[src/rtl/axis_egress_framed.sv]
// Purpose : AXI4-Stream egress stage; frame-aligned metadata from a FIFO, registered 2-entry skid buffer.
// Latency : 1 cycle from input acceptance to m_axis valid; metadata is poppable 1 cycle after its write.
// Backpr. : absorbs 2 beats when m_axis_tready is low; s_axis_tready drops the cycle after the buffer fills.
//
// Ports:
//   clk, rst_n            clock, asynchronous active-low reset
//   s_axis_*              input stream (tdata/tkeep/tvalid/tready/tlast)
//   meta_in/meta_valid_in metadata write strobe, one entry per frame, no backpressure
//   m_axis_*              registered output stream
//   m_meta, m_meta_sof    metadata of the frame on m_axis, first-beat marker
//   meta_overflow         sticky dropped-metadata flag, cleared by clear_status
//   frame_count           frames completed on m_axis (tlast accepted), wraps

typedef struct packed {
    logic [15:0] ethertype;
    logic [11:0] vlan_id;
    logic [3:0]  flags;
} eth_metadata_t;

module axis_egress_framed #(
    parameter int DATA_WIDTH = 64,
    parameter int KEEP_WIDTH = DATA_WIDTH / 8,
    parameter int META_WIDTH = $bits(eth_metadata_t),
    parameter int META_DEPTH = 4
) (
    input  logic                  clk,
    input  logic                  rst_n,
    input  logic [DATA_WIDTH-1:0] s_axis_tdata,
    input  logic [KEEP_WIDTH-1:0] s_axis_tkeep,
    input  logic                  s_axis_tvalid,
    output logic                  s_axis_tready,
    input  logic                  s_axis_tlast,
    input  logic [META_WIDTH-1:0] meta_in,
    input  logic                  meta_valid_in,
    output logic [DATA_WIDTH-1:0] m_axis_tdata,
    output logic [KEEP_WIDTH-1:0] m_axis_tkeep,
    output logic                  m_axis_tvalid,
    input  logic                  m_axis_tready,
    output logic                  m_axis_tlast,
    output logic [META_WIDTH-1:0] m_meta,
    output logic                  m_meta_sof,
    output logic                  meta_overflow,
    input  logic                  clear_status,
    output logic [31:0]           frame_count
);

    localparam int PTR_W = $clog2(META_DEPTH);
    localparam int ENT_W = DATA_WIDTH + KEEP_WIDTH + 1 + META_WIDTH + 1;
    localparam logic [PTR_W:0] DEPTH_V = META_DEPTH[PTR_W:0];

    localparam logic [0:0] ST_SOF  = 1'b0;
    localparam logic [0:0] ST_BODY = 1'b1;

    // metadata FIFO
    logic [META_WIDTH-1:0] fifo_mem [META_DEPTH];
    logic [PTR_W-1:0]      wr_idx;
    logic [PTR_W-1:0]      rd_idx;
    logic [PTR_W:0]        fifo_cnt;
    logic [PTR_W:0]        fifo_cnt_nxt;
    logic                  fifo_empty;
    logic                  fifo_full;
    logic                  fifo_push;
    logic                  fifo_pop;
    logic                  meta_drop;

    // input framing
    logic [0:0]            state;
    logic [META_WIDTH-1:0] meta_lat;
    logic [META_WIDTH-1:0] tag_meta;
    logic                  in_acc;

    // skid buffer: out_ent drives m_axis, skid_ent holds the overflow beat
    logic [ENT_W-1:0]      in_ent;
    logic [ENT_W-1:0]      out_ent;
    logic [ENT_W-1:0]      skid_ent;
    logic                  out_vld;
    logic                  skid_vld;
    logic                  skid_vld_nxt;
    logic                  out_vld_nxt;
    logic                  skid_not_full;
    logic                  out_stall;

    assign s_axis_tready = skid_not_full & ((state == ST_BODY) | ~fifo_empty);
    assign in_acc        = s_axis_tvalid & s_axis_tready;

    assign fifo_pop  = in_acc & (state == ST_SOF);
    // A full FIFO still takes a write when the head leaves in the same cycle.
    assign fifo_push = meta_valid_in & (~fifo_full | fifo_pop);
    assign meta_drop = meta_valid_in & fifo_full & ~fifo_pop;
    assign fifo_cnt_nxt = fifo_cnt + {{PTR_W{1'b0}}, fifo_push} - {{PTR_W{1'b0}}, fifo_pop};

    assign tag_meta = (state == ST_SOF) ? fifo_mem[rd_idx] : meta_lat;
    assign in_ent   = {s_axis_tdata, s_axis_tkeep, s_axis_tlast, tag_meta, (state == ST_SOF)};

    assign out_stall    = out_vld & ~m_axis_tready;
    // skid_not_full is taken from the next-state skid occupancy so tready stays a flop output.
    assign skid_vld_nxt = out_stall & (skid_vld | in_acc);
    assign out_vld_nxt  = skid_vld | in_acc | out_stall;

    assign {m_axis_tdata, m_axis_tkeep, m_axis_tlast, m_meta, m_meta_sof} = out_ent;
    assign m_axis_tvalid = out_vld;

    always_ff @(posedge clk) begin
        if (fifo_push) begin
            fifo_mem[wr_idx] <= meta_in;
        end
    end

    always_ff @(posedge clk or negedge rst_n) begin
        if (!rst_n) begin
            wr_idx        <= '0;
            rd_idx        <= '0;
            fifo_cnt      <= '0;
            fifo_empty    <= 1'b1;
            fifo_full     <= 1'b0;
            meta_overflow <= 1'b0;
        end else begin
            if (fifo_push) wr_idx <= wr_idx + 1'b1;
            if (fifo_pop)  rd_idx <= rd_idx + 1'b1;
            fifo_cnt   <= fifo_cnt_nxt;
            fifo_empty <= (fifo_cnt_nxt == '0);
            fifo_full  <= (fifo_cnt_nxt == DEPTH_V);
            if (meta_drop) begin
                meta_overflow <= 1'b1;
            end else if (clear_status) begin
                meta_overflow <= 1'b0;
            end
        end
    end

    always_ff @(posedge clk or negedge rst_n) begin
        if (!rst_n) begin
            state    <= ST_SOF;
            meta_lat <= '0;
        end else begin
            if (fifo_pop) meta_lat <= fifo_mem[rd_idx];
            if (in_acc)   state    <= s_axis_tlast ? ST_SOF : ST_BODY;
        end
    end

    always_ff @(posedge clk or negedge rst_n) begin
        if (!rst_n) begin
            out_ent       <= '0;
            skid_ent      <= '0;
            out_vld       <= 1'b0;
            skid_vld      <= 1'b0;
            skid_not_full <= 1'b0;
        end else begin
            if (!out_stall) begin
                // Output register is free: the older skid beat goes first.
                if (skid_vld) begin
                    out_ent <= skid_ent;
                end else if (in_acc) begin
                    out_ent <= in_ent;
                end
            end else if (in_acc) begin
                skid_ent <= in_ent;
            end
            out_vld       <= out_vld_nxt;
            skid_vld      <= skid_vld_nxt;
            skid_not_full <= ~skid_vld_nxt;
        end
    end

    always_ff @(posedge clk or negedge rst_n) begin
        if (!rst_n) begin
            frame_count <= '0;
        end else if (m_axis_tvalid & m_axis_tready & m_axis_tlast) begin
            frame_count <= frame_count + 32'd1;
        end
    end

endmodule
[config.mk]
export PLATFORM = sky130hd
export DESIGN_NAME = axis_egress_framed
export DESIGN_NICKNAME = d
export VERILOG_FILES = /design/src/rtl/axis_egress_framed.sv
export SDC_FILE = /design/constraint.sdc
export NUM_CORES = 1
export LEC_CHECK = 0
export ABC_AREA = 1
export ABC_CLOCK_PERIOD_IN_PS = 3000
export BUFFER_PORTS_ARGS = -buffer_cell sky130_fd_sc_hd__buf_4
export CORE_ASPECT_RATIO = 0.7
export CORE_MARGIN = 2
export CORE_UTILIZATION = 25
export CTS_CLUSTER_SIZE = 20
export DETAILED_ROUTE_END_ITERATION = 8
export GPL_TIMING_DRIVEN = 1
export MAX_ROUTING_LAYER = met4
export PLACE_DENSITY = 0.53
export SYNTH_ARGS = -nofsm -noshare
export SYNTH_HDL_FRONTEND = slang
export SYNTH_SLANG_ARGS = --single-unit
export TNS_END_PERCENT = 30
[constraint.sdc]
create_clock -name clk -period 3 [get_ports clk]
set_input_delay 0.15 -clock clk [delete_from_list [all_inputs] [get_ports clk]]
set_output_delay 0.15 -clock clk [all_outputs]
set_load 0.01 [all_outputs]
# Word level (Yosys, flattened, before mapping)
# Memory sizes are Yosys's and may differ from the RTL's.
# Index checks and enable logic that the tools add are counted.
op_classes:
  addsub: 5
  eq_ne: 1
  muxes: 8
  bitwise: 21
  n_reduce_logical: 5
ops:
  columns: ["op", "count"]
  rows:
  - ["$mux 106", 2]
  - ["$add 32x1->32 const B", 1]
  - ["$mux 32", 1]
  - ["$and 1x1->1", 10]
  - ["$not 1->1", 7]
  - ["$mux 1", 5]
  - ["$add 2x1->2 const B", 2]
  - ["$or 1x1->1", 4]
  - ["$reduce_and 2->1", 2]
  - ["$reduce_bool 2->1", 2]
  - ["$add 3x1->3", 1]
  - ["$eq 3x3->1 const B", 1]
  - ["$logic_not 3->1", 1]
  - ["$sub 3x1->3", 1]
word_totals:
  ff_bits: 290
  ramBits: 128
  in_bits: 111
  output_inout_bits: 141
  elab_cells: 55
  n_memories: 1
mem_list:
  columns: ["memory", "words", "width", "read_ports", "rd_ports_with_merged_regs", "wr", "line_no", "rtl"]
  rows:
  - ["fifo_mem", 4, 32, 1, 0, 1, "55", "logic [META_WIDTH-1:0] fifo_mem [META_DEPTH];"]

# Longest topological paths before layout
# Gate-level depths: netlist (run 1).
depth:
  ltp_word: 10
  mapped_depth: 11

# Worst setup path before layout (run 1)
# OpenSTA, ideal clock, no wires.
synth_timing:
  path_kind: "flip-flop to flip-flop"
  start: "register state"
  end: "memory fifo_mem[0][0] (netlist name), enable pin"
  arrival_time_ns: 2.410
  required_ns: 2.579
  slack_ns: 0.169
  path_stages_with_launch: 7
  path_buffers: 0
  path_cell_list: "dfrtp_1 > inv_2 > a21boi_4 > nand3_1 > nand2_1 > nand2_1 > nor2_1"
synth_via:
  elab_chain_len: 8
  word_cells_on_any_way: 9
  classes_between: "2 x mux; 7 x bitwise"
synth_rtl:
  columns: ["element", "line_no", "rtl"]
  rows:
  - ["start, declared", "67", "logic [0:0] state;"]
  - ["start signal, assigned", "137", "if (in_acc) state <= s_axis_tlast ? ST_SOF : ST_BODY;"]
  - ["$or 1x1->1", "83", "assign s_axis_tready = skid_not_full & ((state == ST_BODY) | ~fifo_empty);"]
  - ["$and 1x1->1", "83", null]
  - ["net s_axis_tready", "31", "output logic s_axis_tready,"]
  - ["$and 1x1->1", "84", "assign in_acc = s_axis_tvalid & s_axis_tready;"]
  - ["$and 1x1->1", "86", "assign fifo_pop = in_acc & (state == ST_SOF);"]
  - ["$or 1x1->1", "88", "assign fifo_push = meta_valid_in & (~fifo_full | fifo_pop);"]
  - ["$and 1x1->1", "88", null]
  - ["$mux 1", "104", "if (fifo_push) begin"]
  - ["$mux 1 (not written as such)", "105", "fifo_mem[wr_idx] <= meta_in;"]
  - ["end, declared", "55", null]
# The timed path passes the listed nets, and every way through them passes these cells.

# Final worst setup path (run 1)
layout_timing:
  start: "register state"
  end: "register fifo_full"
layout_via:
  elab_chain_len: 9
  word_cells_on_any_way: 10
  classes_between: "2 x add/sub; 1 x eq/ne; 7 x bitwise"
layout_rtl:
  columns: ["element", "line_no", "rtl"]
  rows:
  - ["$or 1x1->1", "83", null]
  - ["$and 1x1->1", "83", null]
  - ["$and 1x1->1", "84", null]
  - ["$and 1x1->1 *", "86", null]
  - ["$or 1x1->1", "88", null]
  - ["$and 1x1->1", "88", null]
  - ["$add 3x1->3", "90", "assign fifo_cnt_nxt = fifo_cnt + {{PTR_W{1'b0}}, fifo_push} - {{PTR_W{1'b0}}, fifo_pop};"]
  - ["$sub 3x1->3 *", "90", null]
  - ["net fifo_cnt_nxt[2]", "59", "logic [PTR_W:0] fifo_cnt_nxt;"]
  - ["$eq 3x3->1 *", "122", "fifo_full <= (fifo_cnt_nxt == DEPTH_V);"]
  - ["end signal, assigned", "122", null]
  - ["end, declared", "61", "logic fifo_full;"]
# Mark *: on every way through the listed nets, which the timed path passes. The rest lies on a longest branch.
# A chain may end at the register's enable or synchronous reset.

==> reports/metrics.csv, run 1 <==
stage,metric,value,unit
status,status,"finished, final reports clean",
detailed_routing,DR vias/cell,4.25,
placed_design,Placed Area,20700,um^2
die,Die Wd,323,um
final_layout,filler instances,7257,
power,VDD IR max,0.489,mV
grt,vias in the first global route,13886,
timing,Layout Skew,0.0166,ns
clock_tree,CTS tree,yes,
clock_tree,Clock Path Buffers,3,
critical_path,worst path cell trace,inv_2 -> a21boi_4 -> nand3_2 -> nand2_1 -> nand2_1 -> ha_1 -> inv_1 -> ha_1 -> fa_1 -> xor2_1 -> nor3b_1,
power,sw frac,36.0,%
timing,"Hold Vio Cnt, Final",0,
logic_synthesis,"Cell Area, Synth",17800,um^2
detailed_routing,DRT iter0 DRCs,803,
detailed_routing,First-pass DRT Iterations,5,
logic_synthesis,synthesized area per cell,8.98,um^2
placed_design,DP Wirelength,33200,um
critical_path,crit-path leading delay family,adder cells,
grt,initial antenna violation count,5,
timing,RSZ-0062 raised after global routing,no,
die,IO Pins,252,
critical_path,Critical Path AT,3.04,ns
die,Rows,81,
power,Leak,11.0,nW
clock_tree,Worst-path clk slew,0.06,ns
critical_path,slowest CP cell,dfrtp_1,
hold_path,worst hold path type,primary input to register,
timing,"Slew Viols, Final",0,
timing,slew of the pin with the lowest slew margin,0.884,ns
placed_design,IO buf count,251,
timing,fin crit period,2.55,ns
grt,first-pass GRT wire length,78400,um
critical_path,Critical Path Start Type,register,
critical_path,Max Fanout on Critical Path,8,
timing,total negative setup slack,0,ns
detailed_routing,WL/cell,15.2,um
final_layout,Layout Utilization,33.3,%
final_layout,area grow syn2layout,31.3,%
power,PD cells,920,nW/um^2
power,Comb power frac,32.4,%
critical_path,CP bufs+invs,2,
clock_tree,clock latency on the worst-skew pair,0.58,ns
clock_tree,post-CTS setup buffers,0,
power,Clock power frac,26.0,%
clock_tree,H-tree lvl count,2,
timing,hold slack,0.0680,ns
logic_synthesis,Synth Flop Type,dfrtp_1,
critical_path,CP required,3.49,ns
die,core area,70100,um^2
die,Die Area,73300,um^2
final_layout,area occupied by multi-input gates,5790,um^2
clock_tree,clk root buf,clkbuf_16,
final_layout,share of layout cells above drive strength 1,16.4,%
die,Initial Utilization,25.4,%
timing,fmax,392,MHz
logic_synthesis,Synth Register Bits,418,
detailed_routing,final WL,50200,um
detailed_routing,post-route ant nets,0,
final_layout,"Design Area, Final",23300,um^2
logic_synthesis,Post-Synthesis Cells,1979,
power,net switching power,0.00772,W
logic_synthesis,ys async rst share,69.4,%
grt,GRT Total Usage,14.0,%
critical_path,WS Path Type,register to register,
power,Final Total Pwr,0.0215,W
grt,Overflow after GRT,0,
flow_run,max-cap viol count,0,
timing,number of setup violations in the final report,0,
grt,largest net degree at the start of global routing,194,
placed_design,Routability Congestion,0.767,
logic_synthesis,number of synthesized flops with an enable pin,128,
timing,Slew headroom,41.1,%
final_layout,nets,2435,
power,internal power,0.0138,W
detailed_routing,Remaining DRCs,0,
critical_path,crit-path max cell delay,0.39,ns
final_layout,Sequential Area,11100,um^2
logic_synthesis,syn_nets,2098,
detailed_routing,Via Count,14071,
logic_synthesis,Cell variety after synth,29,
die,Die Y,227,um
power,Flop pwr share,41.5,%
critical_path,CP Capture Type,register,
logic_synthesis,Synthesis Warnings,0,
timing,"Period Utilization, post-route",85.1,%
logic_synthesis,post-synthesis sequential area ratio,62.4,%
clock_tree,CTS buffer count,46,
clock_tree,CTS Sinks,418,
-- through the flow --
step	worst slack, ns	instances
final	0.448	3312
after global placement	0.460	3112
after floorplan	0.169	1979
after global routing	0.261	3311
after CTS	0.430	3307
after detailed placement	0.451	3112
-- layer usage --
| metal | wire [um] | share of wire, % | global-route usage (%) | up-vias |
|---|---|---|---|---|
| li1 | - | - | - | 6978 |
| met1 | 23600 | 47 | 18.6 | 6765 |
| met2 | 23000 | 46 | 21.6 | 269 |
| met3 | 2870 | 5.7 | 3.47 | 59 |
| met4 | 788 | 1.6 | 3.03 | 0 |
| met5 | 0 | 0 | - | - |
-- timing repair --
action / 4_1_cts / 5_1_grt
gates resized for setup: 0 / 0
hold buffers: 110 / 0
endpoints found under the hold margin: 361 / 0
-- state kept, by name (all words and copies together), names as in the netlist, 2 cells and up --
register / cells
rd_idx: 2
meta_lat: 32
skid_ent: 106
fifo_mem: 128
frame_count: 32
fifo_cnt: 3
out_ent: 106
wr_idx: 2
-- path summary, 6_finish.rpt --
check	start	depth (start not counted)	slack (ns)	to
setup / recovery	state$_DFFE_PN0P_	11	0.45	fifo_full$_DFF_PN0_
hold / removal	meta_valid_in	3	0.07	meta_overflow$_DFFE_PN0P_
setup reg to reg	state$_DFFE_PN0P_	11	0.45	fifo_full$_DFF_PN0_
hold reg to reg	out_ent[62]$_DFFE_PN0P_	2	0.48	out_ent[62]$_DFFE_PN0P_
max in group asynchronous	rst_n	3	1.91	out_ent[66]$_DFFE_PN0P_
min in group asynchronous	rst_n	2	0.19	out_ent[19]$_DFFE_PN0P_
-- worst min-delay path, cell delays in order --
cell and delay (ns):
buf_4 0.11, nand3_1 0.20, o21ai_0 0.13
-- placed cells by master, fill, tap and decap left out, drive strengths merged, types with 2 or more instances in the layout --
master       instances
edfxtp             128
ha                   7
bufinv               2
xor2                18
nand4                8
dlygate4sd3        110
dfrtp              289
inv                119
or2                 15
nor3b                2
nor3                 8
nand3              116
o21ai              217
clkinvlp             5
diode                5
nand3b               3
buf                282
clkbuf              63
nor2                74
nand2              863
xnor2                6
clkinv              14
-- power by group through the flow --
stage	clock (W)	sequential (W)	combinational [W]
floorplan	0	0.00903	0.00380
global placement	0	0.00895	0.00684
detailed placement	0	0.00901	0.00696
CTS	0.00580	0.00894	0.00711
global route	0.00604	0.00913	0.00795
finish	0.00559	0.00892	0.00697
-- Yosys cell counts (3+ instances only) --
master | n | area [um^2]
buf_1 | 8 | 30.0
buf_2 | 49 | 245
buf_4 | 5 | 37.5
clkbuf_1 | 41 | 154
dfrtp_1 | 289 | 7230
edfxtp_1 | 128 | 3840
ha_1 | 7 | 87.6
inv_1 | 114 | 428
inv_2 | 4 | 15.0
nand2_1 | 862 | 3240
nand3_1 | 114 | 571
nand3b_1 | 3 | 22.5
nand4_1 | 8 | 50.1
nor2_1 | 72 | 270
nor3_1 | 7 | 35.0
o21ai_0 | 150 | 751
o21ai_1 | 67 | 335
or2_2 | 15 | 93.8
xnor2_1 | 6 | 52.6
xor2_1 | 18 | 158
-- final cells by class --
| cell class | instances | share of cell area (%) |
|---|---|---|
| Antenna cell | 5 | 0.0536 |
| Clock buffer | 63 | 5.51 |
| Inverter | 118 | 1.92 |
| Timing Repair Buffer | 392 | 14.2 |
| Multi-Input combinational cell | 1340 | 24.8 |
| Clock inverter | 22 | 0.831 |
| Tap cell | 954 | 5.11 |
| Sequential cell | 418 | 47.6 |
-- cell families (layout without fill, tap and decap cells) --
family,Yosys count,after routing,share of synthesized area [%]
simple gates,1089,1089,24.4
flops,418,418,62.4
buf+inv,221,595,5.12
compound gates,219,219,6.24
xor+xnor,24,24,1.18
fa+ha+maj,8,8,0.605
other cells,0,5,0
No activity file was read; power rests on OpenSTA's default activity.
==> run 2: changes to the inputs <==
--- a/config.mk
+++ b/config.mk
@@ -7,7 +7,7 @@
 export LEC_CHECK = 0
 export ABC_AREA = 1
 export ABC_CLOCK_PERIOD_IN_PS = 3000
-export BUFFER_PORTS_ARGS = -buffer_cell sky130_fd_sc_hd__buf_4
+export BUFFER_PORTS_ARGS = -buffer_cell sky130_fd_sc_hd__buf_2
 export CORE_ASPECT_RATIO = 0.7
 export CORE_MARGIN = 2
 export CORE_UTILIZATION = 25
@@ -16,6 +16,7 @@
 export GPL_TIMING_DRIVEN = 1
 export MAX_ROUTING_LAYER = met4
 export PLACE_DENSITY = 0.53
+export RECOVER_POWER = 25
 export SYNTH_ARGS = -nofsm -noshare
 export SYNTH_HDL_FRONTEND = slang
 export SYNTH_SLANG_ARGS = --single-unit
==> run 2 against run 1 <==
Effect of this change:
- design area decreased by 2.2%
- largest cell class unchanged
- sequential cell count unchanged
- power decreased by 0.28%
- critical endpoint unchanged
- the flow now finishes with violations (capacitance limit, slew limit)
==> reports/metrics.csv, run 2 (synthesis results as in run 1) <==
stage,metric,value,unit,change
status,status,finished with violations,,
status,failing checks,"capacitance limit, slew limit",,
detailed_routing,Remaining DRCs,0,,unchanged
placed_design,Routability Congestion,0.776,,+1.2%
critical_path,crit-path max cell delay,0.40,ns,about the same
detailed_routing,post-route ant nets,0,,unchanged
clock_tree,Worst-path clk slew,0.06,ns,about the same
placed_design,IO buf count,251,,unchanged
grt,vias in the first global route,13986,,+0.72%
critical_path,slowest CP cell,dfrtp_1,,
die,IO Pins,252,,unchanged
placed_design,DP Wirelength,32500,um,-2.1%
final_layout,nets,2433,,-0.082%
grt,initial antenna violation count,3,,-2
clock_tree,CTS tree,yes,,
placed_design,Inst Count DP,3110,,-0.064%
timing,RSZ-0062 raised after global routing,no,,
clock_tree,H-tree lvl count,2,,unchanged
clock_tree,CTS Sinks,418,,unchanged
timing,slew of the pin with the lowest slew margin,1.55,ns,+0.667 ns
final_layout,Top Registers,"fifo_mem x128, out_ent x106, skid_ent x106",,
grt,GRT Total Usage,13.9,%,-0.061 points
final_layout,area grow syn2layout,28.3,%,
power,VDD IR max,0.411,mV,-16%
final_layout,most frequent cells in the layout,"nand2_1 (862), dfrtp_1 (288), buf_2 (218)",,
clock_tree,# hold bufs at CTS,109,,-0.91%
timing,Layout Skew,0.0269,ns,+0.0103 ns
die,Initial Utilization,25.4,%,unchanged
critical_path,worst path cell trace,inv_2 -> a21boi_4 -> nand3_2 -> nand2_1 -> nand2_1 -> ha_1 -> inv_1 -> ha_1 -> fa_1 -> xor2_1 -> nor3b_1,,
grt,largest net degree at the start of global routing,143,,-26%
timing,"Period Utilization, post-route",87.1,%,+2.1 points
critical_path,Max Fanout on Critical Path,8,,unchanged
clock_tree,PostCTS Resize Cnt,0,,unchanged
timing,Slew headroom,-3.42,%,-44 points
detailed_routing,DRT iter0 DRCs,960,,+20%
timing,"Hold Vio Cnt, Final",0,,unchanged
detailed_routing,WL/cell,14.9,um,-1.4%
die,core area,70100,um^2,unchanged
detailed_routing,DR vias/cell,4.24,,-0.20%
timing,Final Worst Setup Slack,0.386,ns,-0.0623 ns
timing,fmax,383,MHz,-2.4%
timing,fin crit period,2.61,ns,+0.0623 ns
clock_tree,post-CTS setup buffers,0,,unchanged
final_layout,most flop-heavy register,fifo_mem,,
critical_path,crit-path leading delay family,adder cells,,
final_layout,share of layout cells above drive strength 1,15.0,%,-1.4 points
clock_tree,CTS buffer count,47,,+2.2%
critical_path,CP Capture Type,register,,
hold_path,worst hold path type,primary input to register,,
timing,total negative setup slack,0,ns,unchanged
die,Die Y,227,um,unchanged
critical_path,Critical Path AT,3.09,ns,+0.05 ns
critical_path,CP bufs+invs,2,,unchanged
critical_path,Critical Path Start Type,register,,
power,Leak,10.8,nW,-1.5%
power,PD cells,939,nW/um^2,+2.0%
critical_path,CP required,3.48,ns,about the same
grt,first-pass GRT wire length,78300,um,about the same
detailed_routing,First-pass DRT Iterations,5,,unchanged
final_layout,Layout Cells excl Fill,3309,,-0.091%
final_layout,max FFs per register,128,,unchanged
final_layout,"most common cell after layout, fill and taps aside",nand2_1,,
grt,Overflow after GRT,0,,unchanged
timing,"Slew Viols, Final",33,,+33
detailed_routing,final WL,49400,um,-1.5%
die,Rows,81,,unchanged
placed_design,dpl ws,0.383,ns,-0.0687 ns
flow_run,max-cap viol count,1,,+1
timing,number of setup violations in the final report,0,,unchanged
die,Die Area,73300,um^2,unchanged
final_layout,Layout Utilization,32.5,%,-0.75 points
detailed_routing,Via Count,14030,,-0.29%
clock_tree,Clock Path Buffers,3,,unchanged
critical_path,WS Path Type,register to register,,
die,Die Wd,323,um,unchanged
clock_tree,clk root buf,clkbuf_16,,
clock_tree,clock latency on the worst-skew pair,0.59,ns,about the same
## run 2: worst paths after layout
| check | end | depth (start not counted) | slack, ns | from |
|---|---|---|---|---|
| setup reg to reg | fifo_full$_DFF_PN0_ | 11 | 0.39 | state$_DFFE_PN0P_ |
| hold reg to reg | out_ent[20]$_DFFE_PN0P_ | 2 | 0.47 | out_ent[20]$_DFFE_PN0P_ |
| max in group asynchronous | fifo_full$_DFF_PN0_ | 3 | 0.69 | rst_n |
| setup / recovery | fifo_full$_DFF_PN0_ | 11 | 0.39 | state$_DFFE_PN0P_ |
| min in group asynchronous | out_ent[19]$_DFFE_PN0P_ | 2 | 0.22 | rst_n |
| hold / removal | skid_vld$_DFF_PN0_ | 5 | 0.09 | s_axis_tvalid |
## run 2: through the flow
| step | area, um^2 | hold slack, ns | total power [W] |
|---|---|---|---|
| 6_report | 22800 | 0.0904 | 0.0214 |
| 5_1_grt | 22800 | 0.0565 | 0.0231 |
| 4_1_cts | 22900 | 0.0370 | 0.0218 |
| 3_5_place_dp | 20200 | 0.283 | 0.0155 |
| 3_3_place_gp | 20200 | 0.277 | 0.0153 |
| 2_1_floorplan | 17800 | -0.146 | 0.0128 |
## run 2: final cells by class
| type | count | area (um^2) |
|---|---|---|
| Fill cell | 7280 | 47300 |
| Sequential cell | 418 | 11100 |
| Multi-Input combinational cell | 1340 | 5790 |
| Timing Repair Buffer | 389 | 2650 |
| Clock buffer | 67 | 1410 |
| Tap cell | 954 | 1190 |
| Inverter | 118 | 448 |
| Clock inverter | 20 | 211 |
| Antenna cell | 3 | 7.51 |
## run 2: worst reg2reg max path, cell delays in order (launching register included)
cell,delay [ns]
dfrtp_1,0.40
inv_2,0.08
a21boi_4,0.19
nand3_2,0.12
nand2_1,0.07
nand2_1,0.21
ha_1,0.37
inv_1,0.04
ha_1,0.18
fa_1,0.38
xor2_1,0.26
nor3b_1,0.23
## run 2: per-layer routing
layer  vias to the layer above  GRT usage, %  wire length, um
met4                         0          3.65              975
met2                       250          21.1            22300
met3                        72          3.24             2870
met5                         -             -                0
li1                       6989             -                -
met1                      6719          18.8            23300
## run 2: power by group
part | internal, W | switching [W]
combinational | 0.00225 | 0.00435
clock | 0.00362 | 0.00241
sequential | 0.00789 | 0.000892
total | 0.0138 | 0.00764
